## src/rtl/i2s_transmit_24.sv

```systemverilog
// rtl/i2s_transmit_24.sv - I2S serial transmitter for stereo sample pairs, slaved to an external SCK/WS pair
//
// Ports:
//   clk_i          system clock; SCK is oversampled in this domain
//   rst_ni         asynchronous active-low reset
//   sck_i          I2S bit clock (generated in the clk_i domain)
//   ws_i           word select: 0 = left slot, 1 = right slot
//   left_i         left sample, two's complement, MSB sent first
//   right_i        right sample
//   valid_i        left_i/right_i carry a valid pair
//   ready_o        holding register empty; pair accepted on valid_i & ready_o
//   sd_o           registered serial data
//   frame_start_o  one-cycle pulse when a left slot begins
//   underrun_o     one-cycle pulse when a left slot begins with no pair held
module i2s_transmit_24 #(
    parameter int DATA_W = 24,
    parameter int SLOT_W = 32
) (
    input  logic              clk_i,
    input  logic              rst_ni,
    input  logic              sck_i,
    input  logic              ws_i,
    input  logic [DATA_W-1:0] left_i,
    input  logic [DATA_W-1:0] right_i,
    input  logic              valid_i,
    output logic              ready_o,
    output logic              sd_o,
    output logic              frame_start_o,
    output logic              underrun_o
);

    // One extra bit so DATA_W == SLOT_W still compares correctly.
    localparam int CNT_W = $clog2(SLOT_W) + 1;
    localparam logic [CNT_W-1:0] CNT_MAX  = CNT_W'(SLOT_W - 1);
    localparam logic [CNT_W-1:0] DATA_CNT = CNT_W'(DATA_W);

    logic              sck_q;
    logic              ws_last;
    logic [CNT_W-1:0]  bit_cnt;
    logic [DATA_W-1:0] shift;
    logic              hold_full;
    logic [DATA_W-1:0] hold_l;
    logic [DATA_W-1:0] hold_r;
    // Only the right word needs keeping: the left word goes straight from
    // the holding register into the shifter at the left slot start.
    logic [DATA_W-1:0] act_r;

    logic fall;
    logic ws_f;
    logic slot_start;
    logic left_start;
    logic accept;

    always_comb begin
        fall       = sck_q & ~sck_i;
        ws_f       = ws_i;
        slot_start = fall & (ws_f != ws_last);
        left_start = slot_start & ~ws_f;
        accept     = valid_i & ~hold_full;
    end

    assign ready_o = ~hold_full;

    always_ff @(posedge clk_i or negedge rst_ni) begin
        if (!rst_ni) begin
            sck_q         <= 1'b0;
            ws_last       <= 1'b1;
            bit_cnt       <= '0;
            shift         <= '0;
            hold_full     <= 1'b0;
            hold_l        <= '0;
            hold_r        <= '0;
            act_r         <= '0;
            sd_o          <= 1'b0;
            frame_start_o <= 1'b0;
            underrun_o    <= 1'b0;
        end else begin
            sck_q         <= sck_i;
            frame_start_o <= 1'b0;
            underrun_o    <= 1'b0;

            // accept only fires while empty and the left start only clears
            // while full, so the two never fight over hold_full.
            if (accept) begin
                hold_full <= 1'b1;
                hold_l    <= left_i;
                hold_r    <= right_i;
            end

            if (fall) begin
                ws_last <= ws_f;
                if (slot_start) begin
                    // The bit on the WS-change edge is the previous slot's
                    // last pad bit; the MSB follows one SCK later.
                    bit_cnt <= '0;
                    sd_o    <= 1'b0;
                    if (left_start) begin
                        frame_start_o <= 1'b1;
                        if (hold_full) begin
                            act_r     <= hold_r;
                            shift     <= hold_l;
                            hold_full <= 1'b0;
                        end else begin
                            act_r      <= '0;
                            shift      <= '0;
                            underrun_o <= 1'b1;
                        end
                    end else begin
                        shift <= act_r;
                    end
                end else begin
                    if (bit_cnt < DATA_CNT) begin
                        sd_o  <= shift[DATA_W-1];
                        shift <= {shift[DATA_W-2:0], 1'b0};
                    end else begin
                        sd_o <= 1'b0;
                    end
                    if (bit_cnt != CNT_MAX) begin
                        bit_cnt <= bit_cnt + CNT_W'(1);
                    end
                end
            end
        end
    end

endmodule
```

## config.mk

```make
export PLATFORM = sky130hd
export DESIGN_NAME = i2s_transmit_24
export DESIGN_NICKNAME = d
export VERILOG_FILES = /design/src/rtl/i2s_transmit_24.sv
export SDC_FILE = /design/constraint.sdc
export NUM_CORES = 1
export LEC_CHECK = 0
export ABC_CLOCK_PERIOD_IN_PS = 1500
export CORE_ASPECT_RATIO = 1.2
export CORE_UTILIZATION = 25
export DETAILED_ROUTE_END_ITERATION = 10
export PLACE_DENSITY = 0.52
export SLEW_MARGIN = 20
export SYNTH_ARGS = -nofsm -noshare
export SYNTH_HDL_FRONTEND = slang
export SYNTH_SLANG_ARGS = --single-unit
```

## constraint.sdc

```tcl
create_clock -name clk_i -period 1.5 [get_ports clk_i]
set_clock_uncertainty 0.05 [all_clocks]
set_input_delay 0.3 -clock clk_i [delete_from_list [all_inputs] [get_ports clk_i]]
set_output_delay 0.3 -clock clk_i [all_outputs]
set_load 0.005 [all_outputs]
```

Yosys cells after proc, flatten, opt, wreduce, memory -nomap -nowiden. Index checks and enable logic that the tools add are counted.

Input bits: 53. Register bits after elaboration: 108. Logic and storage cells: 48.

$add $sub $neg: 1. Eq/ne operators: 2. Reduce and logical (&&, ||, !) cells: 5. Bitwise logic cells: 7. Mux-type cells: 21. Magnitude comparators: 1.

Operators with widths (count): 24-bit 2-to-1 mux (5); 1-bit 2-to-1 mux (14); 6-bit 2-to-1 mux (2); 6-bit by 1-bit adder with 6-bit output (second input constant) (1); 6-bit by 5-bit < comparator with 1-bit output (second input constant) (1); 6-bit by 5-bit != test with 1-bit output (second input constant) (1); 1-bit AND (4); 2-bit AND reduction (2); 2-bit nonzero test (2); 1-bit inverter (3); 3-bit AND reduction (1); 1-bit != test (1).

Depth between registers and ports, before layout.
Depth in word-level cells: 7. Gate-level depth with buffers: 6.

Worst setup path before layout. OpenSTA, ideal clock, no wires.

Path kind: register to register. From: register hold_full. To: register hold_l[0]. Required time: 1325 ps. Buffers on the path: 3. Arrival: 1349 ps. Path slack: -23 ps. Stages on the path, launching flop included: 6. Path through: dfrtp_1 -> clkbuf_2 -> nor2b_1 -> buf_4 -> buf_4 -> mux2_2.

Word-level cells in the longest chain between the ends: 2.

RTL lines: start: declaration (line 41) `logic hold_full;`; start signal: assignment (line 70) `hold_full <= 1'b0;`; start signal: assignment (line 85) `hold_full <= 1'b1;`; start signal: assignment (line 102) `hold_full <= 1'b0;`; 1-bit inverter (line 59) `accept = valid_i & ~hold_full;`; 1-bit AND (line 59); end signal: assignment (line 86) `hold_l <= left_i;`; end: declaration (line 42) `logic [DATA_W-1:0] hold_l;`.

Every way passes these cells. A chain may end at the register's enable or synchronous reset.

Worst setup path in the final report.
From: register ws_last. To: register sd_o.

Word-level cells in the longest chain between the ends: 3.

RTL lines: start: declaration (line 38) `logic ws_last;`; start signal: assignment (line 91) `ws_last <= ws_f;`; 1-bit != test (line 57) `slot_start = fall & (ws_f != ws_last);`; 1-bit AND (line 57); 1-bit 2-to-1 mux (line 92) `if (slot_start) begin`; end signal: assignment (line 113) `sd_o <= shift[DATA_W-1];`; end: declaration (line 27) `output logic sd_o,`.

Every way passes these cells.

==> impl_metrics.sql <==
INSERT INTO impl_metrics (metric_group, metric, value, unit) VALUES
('floorplanning', 'row_count', '57', ''),
('floorplanning', 'placeableCoreArea', '20180', 'sq um'),
('grt', 'grt_antenna_before_repair', '0', ''),
('grt', 'grt_overflow_total', '0', ''),
('cts', 'clkSlewWorstSetupHoldPaths', '0.07', 'ns'),
('pwr', 'switching_share', '28.85', '%'),
('worst_setup_path', 'critPathArrivalTime', '1.72', 'ns'),
('grt', 'wire_length_of_the_first_global_routing_pass', '21.48', 'mm'),
('timing', 'finalHoldViolCount', '0', ''),
('timing', 'setup_tns', '-0.2484', 'ns'),
('yosys', 'synth.yosys.seq_area_share', '52.64', '%'),
('cts', 'cts.path.max_buffers', '2', ''),
('worst_setup_path', 'cp-end-kind', 'flip-flop', ''),
('drt', 'drcViolationCount', '0', ''),
('floorplanning', 'die_width', '132.8', 'um'),
('flow_run', 'drv.max_cap_violation_count', '0', ''),
('finish', 'antenna-diode-count', '0', ''),
('placement', 'gpl.final_weighted_congestion', '0.7503', ''),
('drt', 'num_vias', '3876', ''),
('timing', 'setup-violations-final', '16', ''),
('timing', 'fin_crit', '1.530', 'ns'),
('pwr', 'cell_internal_pwr', '7553', 'uW'),
('drt', 'wirelength_met1', '5.829', 'mm'),
('placement', 'dpl.hpwl', '8.358', 'mm'),
('timing', 'grt_setup_unrepaired', 'true', ''),
('pwr', 'clock_power_share', '24.2', '%'),
('drt', 'routed-wl-met3', '363', 'um'),
('floorplanning', 'io-pin-count', '57', ''),
('timing', 'maxSlewViolCount', '0', ''),
('drt', 'dr_wl_met2', '6.508', 'mm'),
('placement', 'portBuffers', '56', ''),
('floorplanning', 'die_area', '21120', 'sq um'),
('worst_setup_path', 'worst_reg2reg_endpoint', 'sd_o', ''),
('yosys', 'netlist-cell-type-count', '42', ''),
('worst_setup_path', 'critPathKind', 'flip-flop to flip-flop', ''),
('finish', 'area_growth', '33.42', '%'),
('pwr', 'netSwitchingPower', '3063', 'uW'),
('yosys', 'synth_area_per_cell', '11.75', 'sq um'),
('pwr', 'leakagePower', '0.002775', 'uW'),
('yosys', 'synthesis.area', '5136', 'sq um'),
('cts', 'numClockSinks', '108', ''),
('grt', 'grt_start_max_net_pins', '48', ''),
('floorplanning', 'fp.dieH', '159.0', 'um'),
('worst_setup_path', 'startpoint_of_the_most_critical_register_to_register_path', 'ws_last', ''),
('placement', 'placedInstanceArea', '6221', 'sq um'),
('worst_setup_path', 'timing.reg2reg.worst_path_depth', '6', ''),
('outcome', 'run_status', 'finished with violations', ''),
('grt', 'global_route.usage.total', '12.75', '%'),
('placement', 'place.detailed.instances', '752', ''),
('finish', 'layout.cell_area.non_filler', '6853', 'sq um'),
('floorplanning', 'floorplan.initialDensity', '25.45', '%'),
('cts', 'cts_root_buf', 'clkbuf_16', ''),
('cts', 'clock_tree_from_tritoncts', 'done', ''),
('worst_setup_path', 'setup.worst_path.start_class', 'flip-flop', ''),
('drt', 'drt-vias-per-instance', '4.982', ''),
('finish', 'multi_input_comb_area', '2345', 'sq um'),
('drt', 'first_pass_iters', '4', ''),
('worst_setup_path', 'cp.required', '1.69', 'ns'),
('finish', 'filler_cell_count', '2008', ''),
('drt', 'drt-initial-drc-count', '158', ''),
('outcome', 'failed_checks', 'setup timing', ''),
('timing', 'final_critical_path_setup_slack', '-0.03043', 'ns'),
('worst_hold_path', 'worstHoldPathType', 'input pin to asynchronous set/reset pin', ''),
('yosys', 'synth-seq-cells', '108', ''),
('finish', 'layout.cells.non_filler', '778', ''),
('worst_setup_path', 'ff2ff_setup_slack', '-0.03', 'ns'),
('drt', 'detail-route-antenna-nets', '0', ''),
('drt', 'routed_wl', '12.92', 'mm'),
('grt', 'number_of_global_route_vias_before_repair', '4147', ''),
('finish', 'area.sequential', '2705', 'sq um'),
('timing', 'timing.final.crit_share', '102.0', '%');
## timing repair
item / 4_1_cts / 5_1_grt
endpoints found under the hold margin: 21 / 0
setup buffers: 3 / 3
cloned: 1 / 2
pin swaps: 1 / 25
gates resized for setup: 27 / 22
hold buffers: 1 / 0
setup endpoints to repair: 54 / 72
## power by group through the flow
stage               clock network [uW]  registers (uW)  logic [uW]
floorplan                            0            4610        2170
finish                            2570            4850        3190
global placement                     0            4920        2870
detailed placement                   0            4940        2970
CTS                               2650            4870        3090
global route                      2750            5030        3520
## sequential cells by signal, indices dropped and copies added (netlist names)
signal         flops
bit_cnt            6
sd_o               1
underrun_o         1
hold_full          1
shift             24
act_r             24
ws_last            1
hold_r            24
hold_l            24
sck_q              1
frame_start_o      1
## worst max-delay path by stage
stage | endpoint | from | cells past startpoint | slack, ns
after floorplan | hold_l[0] | hold_full | 5 | 0.02
after global placement | shift[5] | ws_i | 5 | -0.43
after detailed placement | shift[8] | ws_i | 5 | -0.45
after CTS | shift[15] | ws_last | 5 | -0.02
after global routing | shift[19] | ws_last | 6 | -0.1
final | sd_o | ws_last | 6 | -0.03
## critical path, stage by stage (launching register included)
cell and delay, ns:
dfstp_2 0.57, buf_12 0.13, xor2_4 0.15, buf_12 0.15
clkbuf_16 0.15, nor3_1 0.05, a22o_1 0.19
## cell usage in the layout, fill, tap and decap left out, types with 3 or more instances in the layout
master             n
a22oi_2            8
mux2_2            48
clkdlybuf4s50_1   49
o2111a_1           3
and4bb_2          19
nor3_1             5
nand2_1           29
buf_6              4
a22oi_1           16
buf_12            13
dlygate4sd2_1      6
a32oi_1           23
a22o_1            25
o21ai_0           41
nand3_1            3
and2_1            23
dfrtp_1          106
buf_4             28
clkbuf_16         10
o21ai_1            8
## final cells by class
| type | count | share of cell area, % |
|---|---|---|
| multi-input combinational | 283 | 34.22 |
| sequential | 108 | 39.47 |
| timing repair buffer | 104 | 16.65 |
| inverter | 2 | 0.1095 |
| clock buffer | 9 | 3.286 |
| clock inverter | 7 | 1.424 |
| tap | 265 | 4.838 |
## stage by stage
stage / setup WS [ns] / hold WS, ns / utilization, %
floorplan: 0.02204 / -0.04559 / -
finish: -0.03043 / 0.3469 / 33.95
CTS: -0.01847 / 0.3504 / 33.17
global route: -0.09649 / 0.3599 / 33.95
global placement: -0.4274 / 0.1645 / 30.82
detailed placement: -0.4536 / 0.1798 / 30.82
## logic make-up (layout without fill, tap and decap cells)
kind of cell / count (synthesis) / in the layout / share of synthesized area, %
adder cells (fa/ha/maj): 1 / 1 / 0.2436
multiplexers: 49 / 49 / 10.72
flip-flops: 108 / 108 / 52.64
AND/OR/NAND/NOR: 96 / 96 / 12.84
buffers and inverters: 46 / 122 / 4.482
XOR/XNOR: 2 / 2 / 0.4873
AO/OA/AOI/OAI: 135 / 135 / 18.59
## layer usage
metal / up-vias / GRT usage, %
met1: 1995 / 16.13
met5: - / 0
met4: 0 / 5.434
met3: 13 / 2.229
li1: 1786 / -
met2: 82 / 21.28
## Yosys cell counts (all sizes together)
| master | n | area share [%] |
|---|---|---|
| ha | 1 | 0.24 |
| nor2b | 2 | 0.24 |
| nor2 | 3 | 0.27 |
| nor4b | 1 | 0.17 |
| or2b | 1 | 0.15 |
| mux2i | 1 | 0.19 |
| dfrtp | 107 | 52 |
| and2 | 23 | 2.8 |
| a211o | 1 | 0.17 |
| inv | 2 | 0.15 |
| a22oi | 24 | 3.5 |
| a22o | 25 | 4.3 |
| a32oi | 23 | 3.9 |
| nand4bb | 1 | 0.22 |
| nand2 | 29 | 2.1 |
| o2111a | 3 | 0.66 |
| clkbuf | 24 | 1.9 |
| o21ai | 49 | 4.8 |
| or4b | 1 | 0.19 |
| and4bb | 19 | 4.6 |
| buf | 20 | 2.4 |
| nand3 | 3 | 0.29 |
| nand4 | 1 | 0.12 |
| a41oi | 1 | 0.17 |
| o31ai | 1 | 0.15 |
| a21o | 3 | 0.44 |
| nor4bb | 4 | 0.78 |
| nand2b | 2 | 0.24 |
| nor3 | 5 | 0.49 |
| dfstp | 1 | 0.51 |
| mux2 | 48 | 11 |
| xnor2 | 1 | 0.17 |
| a211oi | 1 | 0.15 |
| xor2 | 1 | 0.32 |
| a21oi | 4 | 0.39 |
| and3 | 1 | 0.12 |
Note: power is estimated with default switching activity, not from simulation.
